[config.mk]
export PLATFORM = sky130hd
export DESIGN_NAME = iadc_conv_ctrl_flat
export DESIGN_NICKNAME = d
export VERILOG_FILES = /design/src/rtl/iadc_pkg.sv /design/src/rtl/iadc_conv_ctrl_if.sv /design/src/rtl/iadc_out_reg.sv /design/src/rtl/iadc_conv_ctrl.sv /design/src/flat_wrapper.sv
export SDC_FILE = /design/constraint.sdc
export NUM_CORES = 1
export LEC_CHECK = 0
export ABC_AREA = 0
export CAP_MARGIN = 20
export CORE_AREA = 10 10 73 56
export DETAILED_ROUTE_END_ITERATION = 10
export DIE_AREA = 0 0 83 66
export PLACE_DENSITY = 0.8
export SETUP_SLACK_MARGIN = 0.2
export SLEW_MARGIN = 20
export SYNTH_ARGS = -nofsm -noshare
export SYNTH_HDL_FRONTEND = slang
export SYNTH_SLANG_ARGS = --single-unit
[constraint.sdc]
create_clock -name clk -period 4.4 [get_ports clk]
set_clock_uncertainty 0.05 [all_clocks]
set_input_delay 1.32 -clock clk [delete_from_list [all_inputs] [get_ports clk]]
set_output_delay 1.32 -clock clk [all_outputs]
set_load 0.02 [all_outputs]
[src/rtl/iadc_pkg.sv]
// Shared types and default parameters for the incremental-ADC conversion sequencer.
package iadc_pkg;

  typedef enum logic [2:0] {
    IDLE = 3'd0,
    RST  = 3'd1,
    CONV = 3'd2,
    WAIT = 3'd3,
    CAP  = 3'd4
  } state_e;

  localparam int OSR_DEF     = 512;
  localparam int DATA_W_DEF  = 12;
  localparam int RST_CYC_DEF = 2;
  localparam int DEC_LAT_DEF = 1;

  // Counter width able to hold 0..n-1; never narrower than one bit.
  function automatic int cnt_w(input int n);
    return (n < 2) ? 1 : $clog2(n);
  endfunction

endpackage

[src/rtl/iadc_conv_ctrl_if.sv]
// Control, datapath and result-handshake signals between the sequencer and its neighbours.
interface iadc_conv_ctrl_if #(
  parameter int DATA_W = 12
);
  logic              start;
  logic              cont;
  logic              abort;
  logic [DATA_W-1:0] dec_data;
  logic              mod_rst_n;
  logic              dec_clr;
  logic              sample_en;
  logic [DATA_W-1:0] dout;
  logic              dout_valid;
  logic              dout_ready;
  logic              busy;
  logic              overrun;

  modport master (
    input  start, cont, abort, dec_data, dout_ready,
    output mod_rst_n, dec_clr, sample_en, dout, dout_valid, busy, overrun
  );

  modport slave (
    output start, cont, abort, dec_data, dout_ready,
    input  mod_rst_n, dec_clr, sample_en, dout, dout_valid, busy, overrun
  );
endinterface

[src/rtl/iadc_out_reg.sv]
// Result holding register with valid/ready handshake; a newer capture always overwrites.
// IADC_CTRL_OVERRUN_EN adds a sticky overrun flag for overwrites of unread results.
module iadc_out_reg
  import iadc_pkg::*;
#(
  parameter int DATA_W = DATA_W_DEF
) (
  input  logic              clk,
  input  logic              rst_n,
  input  logic              cap,
  input  logic [DATA_W-1:0] cap_data,
  input  logic              dout_ready,
  output logic [DATA_W-1:0] dout,
  output logic              dout_valid,
  output logic              overrun
);

  logic [DATA_W-1:0] dout_d, dout_q;
  logic              dout_valid_d, dout_valid_q;

  // A capture in the same cycle as a transfer wins, so valid stays high.
  always_comb begin
    dout_d       = dout_q;
    dout_valid_d = dout_valid_q;
    if (dout_valid_q && dout_ready) dout_valid_d = 1'b0;
    if (cap) begin
      dout_d       = cap_data;
      dout_valid_d = 1'b1;
    end
  end

  always_ff @(posedge clk) begin
    if (!rst_n) begin
      dout_q       <= '0;
      dout_valid_q <= 1'b0;
    end else begin
      dout_q       <= dout_d;
      dout_valid_q <= dout_valid_d;
    end
  end

  assign dout       = dout_q;
  assign dout_valid = dout_valid_q;

`ifdef IADC_CTRL_OVERRUN_EN
  logic overrun_d, overrun_q;

  always_comb begin
    overrun_d = overrun_q | (cap & dout_valid_q & ~dout_ready);
  end

  always_ff @(posedge clk) begin
    if (!rst_n) overrun_q <= 1'b0;
    else        overrun_q <= overrun_d;
  end

  assign overrun = overrun_q;
`else
  assign overrun = 1'b0;
`endif

endmodule

[src/rtl/iadc_conv_ctrl.sv]
// Incremental-ADC conversion sequencer: reset, OSR samples, decimator latency, capture.
// Optional sticky overrun flag enabled with IADC_CTRL_OVERRUN_EN.
module iadc_conv_ctrl
  import iadc_pkg::*;
#(
  parameter int OSR     = OSR_DEF,
  parameter int RST_CYC = RST_CYC_DEF,
  parameter int DEC_LAT = DEC_LAT_DEF,
  parameter int DATA_W  = DATA_W_DEF
) (
  input logic                clk,
  input logic                rst_n,
  iadc_conv_ctrl_if.master   bus
);

  localparam int CNT_W = $clog2(OSR);
  localparam int PH_W  = cnt_w((RST_CYC > DEC_LAT) ? RST_CYC : DEC_LAT);

  localparam logic [CNT_W-1:0] CONV_LAST = CNT_W'(OSR - 1);
  localparam logic [PH_W-1:0]  RST_LAST  = PH_W'(RST_CYC - 1);
  localparam logic [PH_W-1:0]  WAIT_LAST = PH_W'((DEC_LAT > 0) ? DEC_LAT - 1 : 0);

  state_e           state_d, state_q;
  logic [CNT_W-1:0] conv_cnt_d, conv_cnt_q;
  logic [PH_W-1:0]  ph_cnt_d, ph_cnt_q;
  logic             mod_rst_n_d, mod_rst_n_q;
  logic             dec_clr_d, dec_clr_q;
  logic             sample_en_d, sample_en_q;
  logic             busy_d, busy_q;
  logic             cap;

  // RST and WAIT share one phase counter; they are never active together.
  always_comb begin
    state_d    = state_q;
    conv_cnt_d = conv_cnt_q;
    ph_cnt_d   = ph_cnt_q;
    case (state_q)
      IDLE: begin
        conv_cnt_d = '0;
        ph_cnt_d   = '0;
        if (bus.start && !bus.abort) state_d = RST;
      end
      RST: begin
        if (ph_cnt_q == RST_LAST) begin
          ph_cnt_d = '0;
          state_d  = CONV;
        end else begin
          ph_cnt_d = ph_cnt_q + 1'b1;
        end
      end
      CONV: begin
        if (conv_cnt_q == CONV_LAST) begin
          conv_cnt_d = '0;
          state_d    = (DEC_LAT == 0) ? CAP : WAIT;
        end else begin
          conv_cnt_d = conv_cnt_q + 1'b1;
        end
      end
      WAIT: begin
        if (ph_cnt_q == WAIT_LAST) begin
          ph_cnt_d = '0;
          state_d  = CAP;
        end else begin
          ph_cnt_d = ph_cnt_q + 1'b1;
        end
      end
      CAP:     state_d = bus.cont ? RST : IDLE;
      default: state_d = IDLE;
    endcase
    if (bus.abort && (state_q != IDLE)) begin
      state_d    = IDLE;
      conv_cnt_d = '0;
      ph_cnt_d   = '0;
    end
  end

  // Outputs are registered from the next state so they line up with the state register.
  always_comb begin
    mod_rst_n_d = (state_d == CONV) || (state_d == WAIT) || (state_d == CAP);
    dec_clr_d   = !mod_rst_n_d;
    sample_en_d = (state_d == CONV);
    busy_d      = (state_d != IDLE);
  end

  always_ff @(posedge clk) begin
    if (!rst_n) begin
      state_q     <= IDLE;
      conv_cnt_q  <= '0;
      ph_cnt_q    <= '0;
      mod_rst_n_q <= 1'b0;
      dec_clr_q   <= 1'b1;
      sample_en_q <= 1'b0;
      busy_q      <= 1'b0;
    end else begin
      state_q     <= state_d;
      conv_cnt_q  <= conv_cnt_d;
      ph_cnt_q    <= ph_cnt_d;
      mod_rst_n_q <= mod_rst_n_d;
      dec_clr_q   <= dec_clr_d;
      sample_en_q <= sample_en_d;
      busy_q      <= busy_d;
    end
  end

  // An abort arriving during CAP discards the result.
  assign cap = (state_q == CAP) && !bus.abort;

  iadc_out_reg #(
    .DATA_W (DATA_W)
  ) u_out_reg (
    .clk        (clk),
    .rst_n      (rst_n),
    .cap        (cap),
    .cap_data   (bus.dec_data),
    .dout_ready (bus.dout_ready),
    .dout       (bus.dout),
    .dout_valid (bus.dout_valid),
    .overrun    (bus.overrun)
  );

  assign bus.mod_rst_n = mod_rst_n_q;
  assign bus.dec_clr   = dec_clr_q;
  assign bus.sample_en = sample_en_q;
  assign bus.busy      = busy_q;

endmodule

[src/flat_wrapper.sv]
// flat-port wrapper written by rule: the top's interface ports become plain ports
module iadc_conv_ctrl_flat import iadc_pkg::*;
#(
  parameter int OSR     = OSR_DEF,
  parameter int RST_CYC = RST_CYC_DEF,
  parameter int DEC_LAT = DEC_LAT_DEF,
  parameter int DATA_W  = DATA_W_DEF
)
  (clk, rst_n, bus_start, bus_cont, bus_abort, bus_dec_data, bus_dout_ready, bus_mod_rst_n, bus_dec_clr, bus_sample_en, bus_dout, bus_dout_valid, bus_busy, bus_overrun);
  iadc_conv_ctrl_if #(.DATA_W(DATA_W)) bus_i ();
  input logic clk;
  input logic rst_n;
  input wire logic [$bits(bus_i.start)-1:0] bus_start;
  input wire logic [$bits(bus_i.cont)-1:0] bus_cont;
  input wire logic [$bits(bus_i.abort)-1:0] bus_abort;
  input wire logic [$bits(bus_i.dec_data)-1:0] bus_dec_data;
  input wire logic [$bits(bus_i.dout_ready)-1:0] bus_dout_ready;
  output wire logic [$bits(bus_i.mod_rst_n)-1:0] bus_mod_rst_n;
  output wire logic [$bits(bus_i.dec_clr)-1:0] bus_dec_clr;
  output wire logic [$bits(bus_i.sample_en)-1:0] bus_sample_en;
  output wire logic [$bits(bus_i.dout)-1:0] bus_dout;
  output wire logic [$bits(bus_i.dout_valid)-1:0] bus_dout_valid;
  output wire logic [$bits(bus_i.busy)-1:0] bus_busy;
  output wire logic [$bits(bus_i.overrun)-1:0] bus_overrun;
  assign bus_i.start = bus_start;
  assign bus_i.cont = bus_cont;
  assign bus_i.abort = bus_abort;
  assign bus_i.dec_data = bus_dec_data;
  assign bus_i.dout_ready = bus_dout_ready;
  assign bus_mod_rst_n = bus_i.mod_rst_n;
  assign bus_dec_clr = bus_i.dec_clr;
  assign bus_sample_en = bus_i.sample_en;
  assign bus_dout = bus_i.dout;
  assign bus_dout_valid = bus_i.dout_valid;
  assign bus_busy = bus_i.busy;
  assign bus_overrun = bus_i.overrun;
  iadc_conv_ctrl #(.OSR(OSR), .RST_CYC(RST_CYC), .DEC_LAT(DEC_LAT), .DATA_W(DATA_W)) u_core (.clk(clk), .rst_n(rst_n), .bus(bus_i));
endmodule
* Word level (Yosys, flattened, before mapping) *
Cells that the tools add are included.

storage, ports and cells
  bits in registers = 30
  input port bits = 18
  output and inout port bits = 18
  logic and storage cells = 49

operators by class
  add/subtract/negate cells = 2
  equal/unequal tests = 8
  multiplexer cells = 14
  bitwise gates (word level) = 1
  reduce and logical (&&, ||, !) cells = 15

operators with widths
  kind                 number
  $pmux 9 s2           1
  $mux 3               5
  $pmux 3 s5           1
  $eq 3x2->1 const B   4
  $add 9x1->9 const B  1
  $eq 9x9->1 const B   1
  $mux 9               1
  $reduce_bool 3->1    3
  $eq 3x3->1 const B   2
  $mux 1               5
  $logic_and 1x1->1    4
  $reduce_bool 2->1    2
  $eq 3x1->1 const B   1
  $logic_not 3->1      1
  $pmux 1 s3           1
  $logic_not 1->1      2
  $logic_or 1x1->1     2
  $reduce_or 2->1      1
  $add 1x1->1 const B  1
  $not 1->1            1

* Longest topological paths before layout *
Gate-level depths: netlist of the first run.

  depth in word-level cells = 9
  depth in mapped cells = 9
  mapped depth without buffers = 9

* Cells and area by module *
Synthesis of the first run repeated with hierarchy kept, for this count alone.

unflattened totals
  cell total of the unflattened synthesis = 139
  area, all modules = 1298.7 um^2

by module, submodules not included
  module          times used  cells an instance  area an instance (um^2)  seq. area each (um^2)
  iadc_conv_ctrl  1           95                 783.3                    340.3
  iadc_out_reg    1           44                 515.5                    260.2

* Worst setup path before layout of the first run *
No wires, ideal clock.

  path kind = reg-to-reg
  start point = register u_core.conv_cnt_q[0]
  end point = register u_core.conv_cnt_q[7]
  library setup time = 0.074 ns
  data arrival time = 2.182 ns
  data required time = 4.276 ns
  path slack = 2.094 ns
  stages on the path, launching flop included = 9
  path buffers = 0
  clock period less this slack = 2.306 ns
  cells stage by stage = dfxtp_1 ha_1 and3_1 nand3_1 nor2_1 ha_1 or4b_4 or4_1 a31oi_1

between the ends
  longest elaborated chain between the ends = 3
  elaborated cells between the ends (all ways) = 4

ends and longest elaborated chain
  item                                              line                                        text
  from (decl)                                       iadc_conv_ctrl.sv:24                        logic [CNT_W-1:0] conv_cnt_d, conv_cnt_q;
  from (signal assigned)                            iadc_conv_ctrl.sv:96                        conv_cnt_q <= conv_cnt_d;
  $add 9x1->9 / $eq 9x9->1 (equally long branches)  iadc_conv_ctrl.sv:56, iadc_conv_ctrl.sv:52
  $mux 9 *                                          iadc_conv_ctrl.sv:52                        if (conv_cnt_q == CONV_LAST) begin
  $pmux 9 s2 *                                      iadc_conv_ctrl.sv:37                        case (state_q)

Mark *: on every way between the ends. The rest lies on a longest branch, timed or not.
A chain may end at the register's enable or synchronous reset.

* Worst setup path in the final report of the first run *
  start point = input port bus_abort
  end point = register u_core.u_out_reg.dout_q[3] (netlist: u_core.u_out_reg.dout[3])

between the ends
  longest elaborated chain between the ends = 2

ends and longest elaborated chain
  item                  line                   text
  from (decl)           flat_wrapper.sv:15     input wire logic [$bits(bus_i.abort)-1:0] bus_abort;
  $logic_not 1->1       iadc_conv_ctrl.sv:106  assign cap = (state_q == CAP) && !bus.abort;
  $logic_and 1x1->1     iadc_conv_ctrl.sv:106
  to (signal assigned)  iadc_out_reg.sv:37     dout_q <= dout_d;
  to (decl)             iadc_out_reg.sv:18     logic [DATA_W-1:0] dout_d, dout_q;

No other way between the ends.

==> impl_metrics.toml, run 1 <==
[logic_synthesis]
syn-num-nets = 172
synth_xor_area_share_pct = 0
synthMuxAreaShare_pct = 0.768
syn_area_per_cell_um2 = 8.57
ys_types = 39
synth_top_family_by_area = "simple AND/OR/NAND/NOR gates"
synth_flop_cell = "dfxtp_1"
async_flop_share_pct = 0
synthCells = 152
synth_compound_area_share_pct = 17.7
synth_edf_count = 0
yosys.area_share.adder_pct = 1.92
ys_ff_latch = 30
synth-simple-area-share_pct = 29.0
yosysWarnings = 0
synth_seq_area_share_pct = 46.1
syn-cell-area_um2 = 1300

[route]
first_pass_iters = 4
drt-initial-drc-count = 78
ant_nets = 0
wl_per_cell_um = 14.2
finalWirelength_mm = 3.13
avgViaCountPerCell = 5.22
vias = 1149
drc = 0

[place]
portBuffers = 34
dp.cells = 213
dpl_worst_slack_ps = 1430
gp_congestion = 0.773
placed_area_um2 = 1640
hpwl_mm = 2.39

[timing]
max_freq_mhz = 374
min_period_ps = 2670
worst_pin_slew_ps = 685
rsz0062_at_grt = "no"
slew_violations = 0
max_slew_margin_pct = 54.1
finalSetupTns_ps = 0
fin_crit_sh_pct = 60.7
hold_violations = 0
finalWorstSetupSlack_ps = 1730
setup_violations = 0
whs_ps = 403

[critical_path]
crit_slowest_cell = "nor3b_2"
crit_family = "simple AND/OR/NAND/NOR gates"
path_cells = "clkdlybuf4s50_1, nor3b_2, nand2_1, a21boi_0"
cp.arrival_ps = 2810
cp.buffers_inverters = 1
start_kind = "primary input"
crit_type = "primary input to flip-flop"
worstPathRequired_ps = 4540
cp-end-kind = "flip-flop"
worst-path-max-fanout = 12
cp_slowest_stage_delay_ps = 640

[final_layout]
multi_input_area_um2 = 647
finalNonFillerCells = 220
drive_gt1_share_pct = 5.43
fin_nets = 204
area_delta_synth_final_pct = 31.5
postLayoutCoreUtil_pct = 62.9
antennaDiodeCount = 0
regArea_um2 = 601
final_area_um2 = 1710
fill_cells = 246

[floorplan]
core_area_um2 = 2720
io_pins = 36
die_area_um2 = 5480
rows = 16
die_w_um = 83
die_y_um = 66
initial_utilization_pct = 47.8

[global_routing]
antenna_found_initial = 0
grt_pass1_wl_mm = 5.32
gr-total-overflow = 0
groute.usage.overall_pct = 11.9
grt_max_degree = 17
grt_pass1_vias = 1093

[pwr]
irDropWorstVdd_v = 0.000266
cellLeakagePower_nw = 0.607
power_uw = 518
power_density_nw_per_um2 = 302

[cts]
ctsHoldBuffers = 0
clk_path_buf_depth = 2
cts_resized = 0
cts_tree = "built"
htree_levels = 2
cts_setup_buffers = 0
cts_buffers = 5
clkTransAtPathRegs_ps = 60
cts_sinks = 30
clock_latency_ps = 270
cts-root-buf = "clkbuf_8"

[hold_path]
hp-class = "flip-flop to flip-flop"

[job]
cap_violations = 0

[run_status]
status = "complete, no violations"
-- cells in the final DEF, fill, tap and decap left out, types with 2 or more instances in the layout --
cell	n
a21boi_0	9
a21boi_1	4
a21oi_1	9
a31oi_1	3
and3_1	2
clkbuf_1	2
clkbuf_8	5
clkdlybuf4s50_1	34
dfxtp_1	30
ha_1	2
nand2_1	32
nand2b_1	5
nand3_1	6
nor2_1	9
nor2b_1	2
nor3b_1	2
o21ai_0	5
or3_1	3
-- cells by family after synthesis --
family | after synthesis
flip-flops | 30
AO/OA/AOI/OAI | 35
AND/OR/NAND/NOR | 73
other | 1
multiplexers | 1
buffers and inverters | 10
adder cells (fa/ha/maj) | 2
-- tightest hold or removal path: cells and delay by family, from the launching register on --
kind            cells  cell delay, ps
simple gates        1              50
compound gates      1              50
flops               1             300
-- sequential cells by signal, summed over array words and instances, names as in the netlist --
name and cells:
u_core.bus.busy 1, u_core.bus.dec_clr 1, u_core.bus.mod_rst_n 1, u_core.bus.sample_en 1, u_core.conv_cnt_q 9, u_core.ph_cnt_q 1, u_core.state_q 3, u_core.u_out_reg.dout 12
u_core.u_out_reg.dout_valid 1
-- metal layers --
metal | track usage [%] | vias to the layer above | wire, um
li1 | - | 584 | -
met1 | 12.7 | 528 | 1350
met2 | 20.1 | 32 | 1540
met3 | 4.68 | 5 | 183
met4 | 6.99 | 0 | 60
met5 | 0 | - | 0
-- cell usage after synthesis, types with 2 or more instances --
master,count,area (um2)
nand2_1,32,120
dfxtp_1,30,601
a21boi_0,9,67.6
a21oi_1,9,45.0
nor2_1,9,33.8
nand3_1,6,30.0
buf_2,5,25.0
nand2b_1,5,31.3
o21ai_0,5,25.0
a21boi_1,4,30.0
a31oi_1,3,18.8
or3_1,3,18.8
and3_1,2,12.5
clkbuf_1,2,7.51
ha_1,2,25.0
nor2b_1,2,12.5
nor3b_1,2,15.0
-- power by group --
| group | switching [mW] | total (mW) | internal, mW |
|---|---|---|---|
| sequential | 0.00242 | 0.276 | 0.274 |
| clock | 0.0953 | 0.204 | 0.109 |
| combinational | 0.0155 | 0.0375 | 0.0219 |
| total | 0.113 | 0.518 | 0.404 |
-- path summary, 6_finish.rpt --
kind,start,end,slack [ps],depth (start not counted)
setup reg to reg,u_core.conv_cnt_q[0],u_core.conv_cnt_q[7],1850,8
hold reg to reg,u_core.u_out_reg.dout[0],u_core.u_out_reg.dout[0],400,2
hold / removal,u_core.u_out_reg.dout[0],u_core.u_out_reg.dout[0],400,2
setup / recovery,bus_abort,u_core.u_out_reg.dout[3],1730,4
-- final cells by class --
| type | count | share of cell area (%) |
|---|---|---|
| clock buffer | 7 | 4.46 |
| inverter | 1 | 0.219 |
| multi-input combinational | 112 | 37.8 |
| sequential | 30 | 35.1 |
| tap | 36 | 2.63 |
| timing repair buffer | 34 | 19.9 |
(Power assumes the default switching activity.)
==> inputs of run 2 (changes only) <==
CORE_AREA = 10 10 74 58   (was 10 10 73 56)
DIE_AREA = 0 0 84 68   (was 0 0 83 66)
PLACE_DENSITY = 0.76   (was 0.8)
clock period = 2.7 ns   (was 4.4 ns; I/O delays follow)
==> impl_metrics.toml, run 2 (synthesis gave the netlist of run 1 again) <==
[global_routing]
groute.usage.overall_pct = 11.4
grt_pass1_vias = 1071
gr-total-overflow = 0
grt_max_degree = 14
antenna_found_initial = 0
grt_pass1_wl_mm = 5.12

[route]
vias = 1149
avgViaCountPerCell = 5.15
first_pass_iters = 4
wl_per_cell_um = 13.8
finalWirelength_mm = 3.09
drt-initial-drc-count = 103
ant_nets = 0
drc = 0

[critical_path]
cp-end-kind = "flip-flop"
cp_slowest_stage_delay_ps = 530
cp.buffers_inverters = 0
start_kind = "flip-flop"
path_cells = "ha_2, and3_1, nand3_1, nor2_1, ha_1, or4b_4, or4_1, a31oi_1"
crit_slowest_cell = "or4b_4"
crit_family = "simple AND/OR/NAND/NOR gates"
cp.arrival_ps = 2510
worst-path-max-fanout = 6
worstPathRequired_ps = 2850
crit_type = "flip-flop to flip-flop"

[cts]
clk_path_buf_depth = 2
cts_sinks = 30
ctsHoldBuffers = 0
cts_tree = "built"
htree_levels = 2
clock_latency_ps = 270
cts_buffers = 5
cts-root-buf = "clkbuf_8"
clkTransAtPathRegs_ps = 60

[place]
portBuffers = 34
dp.cells = 217
hpwl_mm = 2.32
gp_congestion = 0.787
dpl_worst_slack_ps = 209

[final_layout]
largest_register_ffs = 12
postLayoutCoreUtil_pct = 59.2
antennaDiodeCount = 0
drive_gt1_share_pct = 7.57
area_delta_synth_final_pct = 33.5
fin_nets = 206
layout_common_cells = "clkdlybuf4s50_1, nand2_1, dfxtp_1"
layout_commonest_cell = "clkdlybuf4s50_1"
fill_cells = 261
finalNonFillerCells = 223

[floorplan]
io_pins = 36
rows = 17
core_area_um2 = 2940
die_area_um2 = 5710
die_w_um = 84
initial_utilization_pct = 44.4
die_y_um = 68

[timing]
max_freq_mhz = 424
finalWorstSetupSlack_ps = 341
hold_violations = 0
fin_crit_sh_pct = 87.4
min_period_ps = 2360
slew_violations = 0
rsz0062_at_grt = "no"
setup_violations = 0
finalSetupTns_ps = 0

[pwr]
cellLeakagePower_nw = 0.619
irDropWorstVdd_v = 0.000305
power_density_nw_per_um2 = 492

[hold_path]
hp-class = "flip-flop to flip-flop"

[run_status]
status = "complete, no violations"

[job]
cap_violations = 0
==> run 2: final timing paths <==
path         slack (ps)  depth (start not counted)                startpoint                        to
max reg2reg         340                          8      u_core.conv_cnt_q[0]      u_core.conv_cnt_q[7]
max                 340                          8      u_core.conv_cnt_q[0]      u_core.conv_cnt_q[7]
min reg2reg         400                          2  u_core.u_out_reg.dout[2]  u_core.u_out_reg.dout[2]
min                 400                          2  u_core.u_out_reg.dout[2]  u_core.u_out_reg.dout[2]
==> run 2: report_power, final <==
group          switching, mW  internal (mW)  total [mW]
logic                 0.0249         0.0365      0.0614
registers            0.00407          0.446       0.450
clock network          0.149          0.196       0.344
total                  0.178          0.679       0.856
==> run 2: repair_timing <==
item | in CTS | in global routing
setup endpoints to repair | 0 | 3
buffers inserted | 0 | 0
resized for setup | 0 | 1
==> run 2: per-stage QoR <==
stage | hold WS (ps) | total power [mW] | cell area, um2
3_5_place_dp | 396 | 0.521 | 1650
5_1_grt | 430 | 0.896 | 1740
2_1_floorplan | 386 | 0.490 | 1300
3_3_place_gp | 392 | 0.520 | 1650
6_report | 402 | 0.856 | 1740
4_1_cts | 403 | 0.869 | 1740
==> run 2: area by class of cell <==
| type | count | area, um2 | area share, % |
|---|---|---|---|
| Clock buffer | 6 | 82.6 | 4.75 |
| Timing Repair Buffer | 36 | 355 | 20.4 |
| Multi-Input combinational cell | 112 | 649 | 37.3 |
| Tap cell | 38 | 47.5 | 2.73 |
| Sequential cell | 30 | 601 | 34.5 |
| Inverter | 1 | 3.75 | 0.216 |
==> run 2: per-layer routing <==
layer | global-route usage, % | share of wire, %
met4 | 6.25 | 0.97
met2 | 19.4 | 50
met3 | 4.74 | 7.1
met5 | 0 | 0
met1 | 12.1 | 42
==> run 2: worst min-delay path: stages (launching register included) <==
cell	delay, ps
dfxtp_1	300
nand2_1	50
a21boi_1	50
==> RTL edit 1 (config.mk and constraints of run 2) <==
Re-encode `state_e` (5 states) as one-hot, 5 bits wide.
--- a/src/rtl/iadc_pkg.sv
+++ b/src/rtl/iadc_pkg.sv
@@ -2,10 +2,10 @@
 package iadc_pkg;
 
-  typedef enum logic [2:0] {
-    IDLE = 3'd0,
-    RST  = 3'd1,
-    CONV = 3'd2,
-    WAIT = 3'd3,
-    CAP  = 3'd4
+  typedef enum logic [4:0] {
+    IDLE = 5'b00001,
+    RST  = 5'b00010,
+    CONV = 5'b00100,
+    WAIT = 5'b01000,
+    CAP  = 5'b10000
   } state_e;
 
Formal check against the unedited RTL: no difference found for any inputs over 10 cycles, from zero or initial values and one cycle with rst_n low; not proved beyond that.
==> RTL edit 1 against run 2 <==
- sequential cell count up 2
- synthesized area up 20%
- design area up 15%
- global-route usage up 2.2 points
- critical endpoint is now u_core.conv_cnt_q[4]
- non-clock buffer count up 2
- routed wire length up 19%
- critical path depth unchanged
- worst hold slack better by 42 ps
- worst setup slack better by 23 ps
- count of clock-buffer cells in the layout unchanged
Power is not compared: it rests on default switching activity, and its combinational part moved more than twofold at a synthesized area within 25%.
==> RTL edit 1: results (changes against run 2) <==
Total met2 wirelength after detailed routing: 1655 um (+6.9%). The detailed-route wire length was 3688 um (+19%). The logs give 169 (+11%) for the cell count after synthesis and 1664 um (+29%) for the sum of routed wire segments on met1.

The arrival time of the worst setup path was 2480 ps (-30 ps). For the synthesized netlist net count, the log shows 189 (+9.9%). For this design, the slowest cell found on the critical path is sky130_fd_sc_hd__or3b_1. The HPWL after detailed placement was 2672 um (+15%).

The logs give 46 (+18%) for the number of unique standard cell types used by synthesis and 0.1567 (+0.03594) for the met1 usage. The reg2reg setup slack came out at 360 ps (+20 ps). The post-synthesis sequential area ratio is 0.4089 (-0.05215). The run finished with clean final reports.

The total number of vias was 1329 (+16%). The worst-case hold path end point is u_core.conv_cnt_q[7]. Critical hold path startpoint: u_core.conv_cnt_q[7]. The largest stage delay on the critical path was 410 ps (-120 ps); the fill cell total of the finished layout was 222 (-15%). The endpoint identified for the worst register-to-register timing path is u_core.conv_cnt_q[4]. The run gives 18 (+4) as the largest net degree at the start of global routing. The maximum fanout encountered on the critical timing path was 7 (+1). The logs give 0.06762 (+0.02017) for the met3 capacity usage during global routing and 243 (+9.0%) for the non-filler instance count after layout. The global-route track usage on met2 was 0.2052 (+0.01145); the post-placement setup slack was 267.5 ps (+58.06 ps). The commonest cells after synthesis are sky130_fd_sc_hd__dfxtp_1, sky130_fd_sc_hd__nor2_1, sky130_fd_sc_hd__nor2b_1.
RTL edit 1: changes by cell type after synthesis, sizes merged, moves of 4 or more:
cell / run 2 / this run
nand2b: 5 / 0
mux2i: 1 / 12
a21boi: 13 / 2
nor2: 9 / 19
and3: 2 / 8
nand2: 32 / 9
nand3: 6 / 1
nand3b: 0 / 4
nor2b: 2 / 15
RTL edit 1: where the power goes:
group	switching [mW]	internal (mW)	total, mW
logic	0.0633	0.0695	0.133
clock network	0.164	0.175	0.339
registers	0.0151	0.482	0.497
RTL edit 1: final cells by class:
type	count	area [um^2]	share of cell area
well taps	38	47.55	0.02378
flip-flops and latches	32	640.6	0.3204
repair buffers	38	370.4	0.1852
clock inverters	1	5.005	0.002503
multi-input cells	125	852.1	0.4262
inverters	3	11.26	0.005632
clock buffers	6	72.57	0.03630
RTL edit 1: cells by family (layout without fill, tap and decap cells):
kind of cell	Yosys count	after routing	synth area share
adders and majority gates	2	2	0.01597
DFF	32	32	0.4089
xor gates and xnor gates	2	2	0.01118
buffers and inverters	13	48	0.05750
other	1	1	0.002394
and+or+nand+nor	74	75	0.2907
muxes	13	13	0.08387
AOI/OAI and AO/OA	32	32	0.1294
RTL edit 1: worst max-delay path by stage:
stage,startpoint,endpoint,cells past startpoint
final,u_core.conv_cnt_q[0],u_core.conv_cnt_q[4],8
after global routing,u_core.conv_cnt_q[0],u_core.conv_cnt_q[4],8
after CTS,u_core.conv_cnt_q[0],u_core.conv_cnt_q[2],8
after detailed placement,u_core.conv_cnt_q[0],u_core.conv_cnt_q[2],8
after global placement,bus_abort,u_core.state_q[3],5
after floorplan,u_core.conv_cnt_q[0],u_core.conv_cnt_q[2],8
==> RTL edit 2 (settings of run 2) <==
Made on the original files. The package constant `RST_CYC_DEF` goes from 2 to 4.
--- a/src/rtl/iadc_pkg.sv
+++ b/src/rtl/iadc_pkg.sv
@@ -12,5 +12,5 @@
   localparam int OSR_DEF     = 512;
   localparam int DATA_W_DEF  = 12;
-  localparam int RST_CYC_DEF = 2;
+  localparam int RST_CYC_DEF = 4;
   localparam int DEC_LAT_DEF = 1;
 
Formal check against the unedited RTL: not equivalent (a bounded check fails within 4 cycles, from zero or initial values and one cycle with rst_n low).
==> RTL edit 2 against run 2 <==
- sequential cell count is 1 higher
- sequential share of layout area decreased by 0.82 points
- global-route usage rose by 1.0 points
- design area grew 6.3%
- synthesized area increased by 6.5%
- worst setup slack worse by 69 ps
- sequential power increased by 3%
- maximum frequency decreased by 2.9%
- power increased by 0.92%
- routed wire length up 9.5%
- first-iteration DRC count up 25%
- via count rose by 7.7%
==> RTL edit 2: results (changes against run 2) <==
The start of the worst register-to-register path was u_core.conv_cnt_q[0]. The logs give 0 (unchanged) for the initial antenna violation count and 0 (unchanged) for the number of warning messages in the yosys log. The count of inserted antenna diode cells was 0 (unchanged); the via count of the first global-routing pass was 1169 (+9.2%).

The worst hold path terminates at u_core.u_out_reg.dout[2]. The vias per cell was 5.313 (+3.1%); the synthesized netlist net count was 183 (+6.4%). The tools report the final weighted congestion in routability-driven placement as 0.8278 (+5.1%).

The first-pass GRT wire length was 5678 um (+11%); the post-synthesis sequential area ratio was 0.4472 (-0.01385). The length in cells of the worst reg-to-reg path was 8 (unchanged); the number of unique standard cell types used by synthesis was 42 (+7.7%). Sorting the synthesized cells by how often they occur yields sky130_fd_sc_hd__dfxtp_1, sky130_fd_sc_hd__nand2_1, sky130_fd_sc_hd__a21boi_1.

The run gives 0 (unchanged) as the setup fix buffers added after clock tree synthesis. The startpoint identified for the worst hold timing path is u_core.u_out_reg.dout[2]. Among all flip-flop cells after synthesis, the most frequent one is sky130_fd_sc_hd__dfxtp_1.

The run finished with clean final reports. Hold slack: 406.5 ps (+4.345 ps). The run gives 315.0 uV (+3.2%) as the worst ir drop on vdd.

Worst hold-check path type: flop to flop. The first-pass iteration count of the detailed router is 4 (unchanged). The run gives 0.2109 (+0.01718) as the global-route track usage on met2. Total global routing track utilization: 0.1239 (+0.01020).

Buffer cell driving the clock tree root: sky130_fd_sc_hd__clkbuf_8. The met1 usage was 0.1400 (+0.01930); the number of I/O port buffers was 34 (unchanged). The flip-flop count of the largest register after layout works out to 12 (unchanged). The maximum root-to-sink buffer count was 2 (unchanged). The number of DRC markers after the initial detailed-route iteration came out at 129 (+25%). Post-layout net count: 217 (+5.3%). The number of clock buffers inserted by TritonCTS is 5 (unchanged). The async set-or-reset flop fraction in the synthesized netlist was 0 (unchanged). The fill cell total of the finished layout was 256 (-1.9%). The clock-pin slew reported for the worst setup and hold paths after clock tree synthesis was 60 ps (about the same). Placement-stage cell area: 1742 um^2 (+5.3%).

The tools report the critical register-to-register path endpoint as u_core.conv_cnt_q[7]. The clock insertion delay at the later pin of the skew report was 280 ps. The largest stage delay on the critical path was 560 ps (+30 ps); the arrival time of the worst setup path was 2570 ps (+60 ps). For the largest net degree at the start of global routing, the log shows 16 (+2).

For the leakage power of the design, the log shows 0.6949 nW (+12%). The proportion of layout cells with a drive suffix above 1 is 0.08718 (+0.01150). The maximum fanout encountered on the critical timing path is 6 (unchanged), and the post-placement setup slack is 150.0 ps (-59.38 ps). The cell with the biggest individual delay on the critical path is sky130_fd_sc_hd__or4b_4.

The detailed-route wire length per cell works out to 14.50 um (+4.8%). Ranked by total cell area, the synthesized netlist is headed by sky130_fd_sc_hd__dfxtp_1, sky130_fd_sc_hd__nand2_1, sky130_fd_sc_hd__a21boi_1. The reg2reg setup slack was 270 ps (-70 ps). The cell depth of the worst min-delay path came out at 2 (unchanged). The HPWL after detailed placement is 2623 um (+13%). Met3 capacity usage during global routing: 0.04389 (-0.003559). The number of H-tree levels came out at 2 (unchanged).
==> RTL edit 2: repair_timing <==
item	4_1_cts	5_1_grt
gates resized for setup	1	6
endpoints found under the setup margin	1	4
pin swaps	0	1
hold endpoints to repair	0	0
==> RTL edit 2: per-layer routing <==
| layer | wire length (um) | vias to the layer above |
|---|---|---|
| met2 | 1689 | 33 |
| met5 | 0 | - |
| li1 | - | 622 |
| met1 | 1462 | 579 |
| met4 | 29 | 0 |
| met3 | 198 | 4 |
==> RTL edit 2: final cells by class <==
type	instances	area [um^2]	area share
inverter	5	18.77	0.01016
sequential	31	623.1	0.3372
tap	38	47.55	0.02573
multi-input combinational	115	721.9	0.3907
timing repair buffer	36	355.3	0.1923
clock buffer	7	76.32	0.04130
clock inverter	1	5.005	0.002708
==> RTL edit 2: cell families after synthesis <==
| family | share of synthesized area |
|---|---|
| DFF | 0.4473 |
| adders and majority gates | 0.05230 |
| AOI/OAI and AO/OA | 0.2146 |
| buffers and inverters | 0.04869 |
| other | 0.002703 |
| and+or+nand+nor | 0.2272 |
| muxes | 0.007214 |
==> RTL edit 2: worst max-delay path, delay by kind of cell (launching register included) <==
| kind | cells | cell delay (ps) |
|---|---|---|
| and+or+nand+nor | 4 | 1110 |
| AOI/OAI and AO/OA | 2 | 470 |
| adders and majority gates | 2 | 390 |
| DFF | 1 | 340 |
==> RTL edit 2: how the worst max path moves through the flow <==
| stage | startpoint | to | slack (ps) | cells past startpoint |
|---|---|---|---|---|
| floorplan | u_core.conv_cnt_q[0] | u_core.conv_cnt_q[7] | 310 | 9 |
| global placement | u_core.conv_cnt_q[0] | u_core.conv_cnt_q[7] | 250 | 8 |
| detailed placement | u_core.conv_cnt_q[0] | u_core.conv_cnt_q[7] | 150 | 8 |
| CTS | u_core.conv_cnt_q[0] | u_core.conv_cnt_q[7] | 220 | 8 |
| global route | u_core.conv_cnt_q[0] | u_core.conv_cnt_q[7] | 210 | 8 |
| finish | u_core.conv_cnt_q[0] | u_core.conv_cnt_q[7] | 270 | 8 |
==> RTL edit 2: power breakdown <==
part	switching (mW)	leakage (nW)	internal [mW]	total [mW]
Combinational	0.0273	0.402	0.0353	0.0626
Clock	0.157	0.0422	0.180	0.337
Sequential	0.00386	0.251	0.461	0.465
Total	0.188	0.695	0.676	0.864
==> RTL edit 2: metrics by stage <==
| stage | std cells | util | total power [mW] |
|---|---|---|---|
| floorplan | 160 | - | 0.5042 |
| global placement | 225 | 0.5934 | 0.5345 |
| detailed placement | 225 | 0.5934 | 0.5362 |
| CTS | 233 | 0.6223 | 0.8740 |
| global route | 233 | 0.6296 | 0.9067 |
| finish | 233 | 0.6296 | 0.8642 |
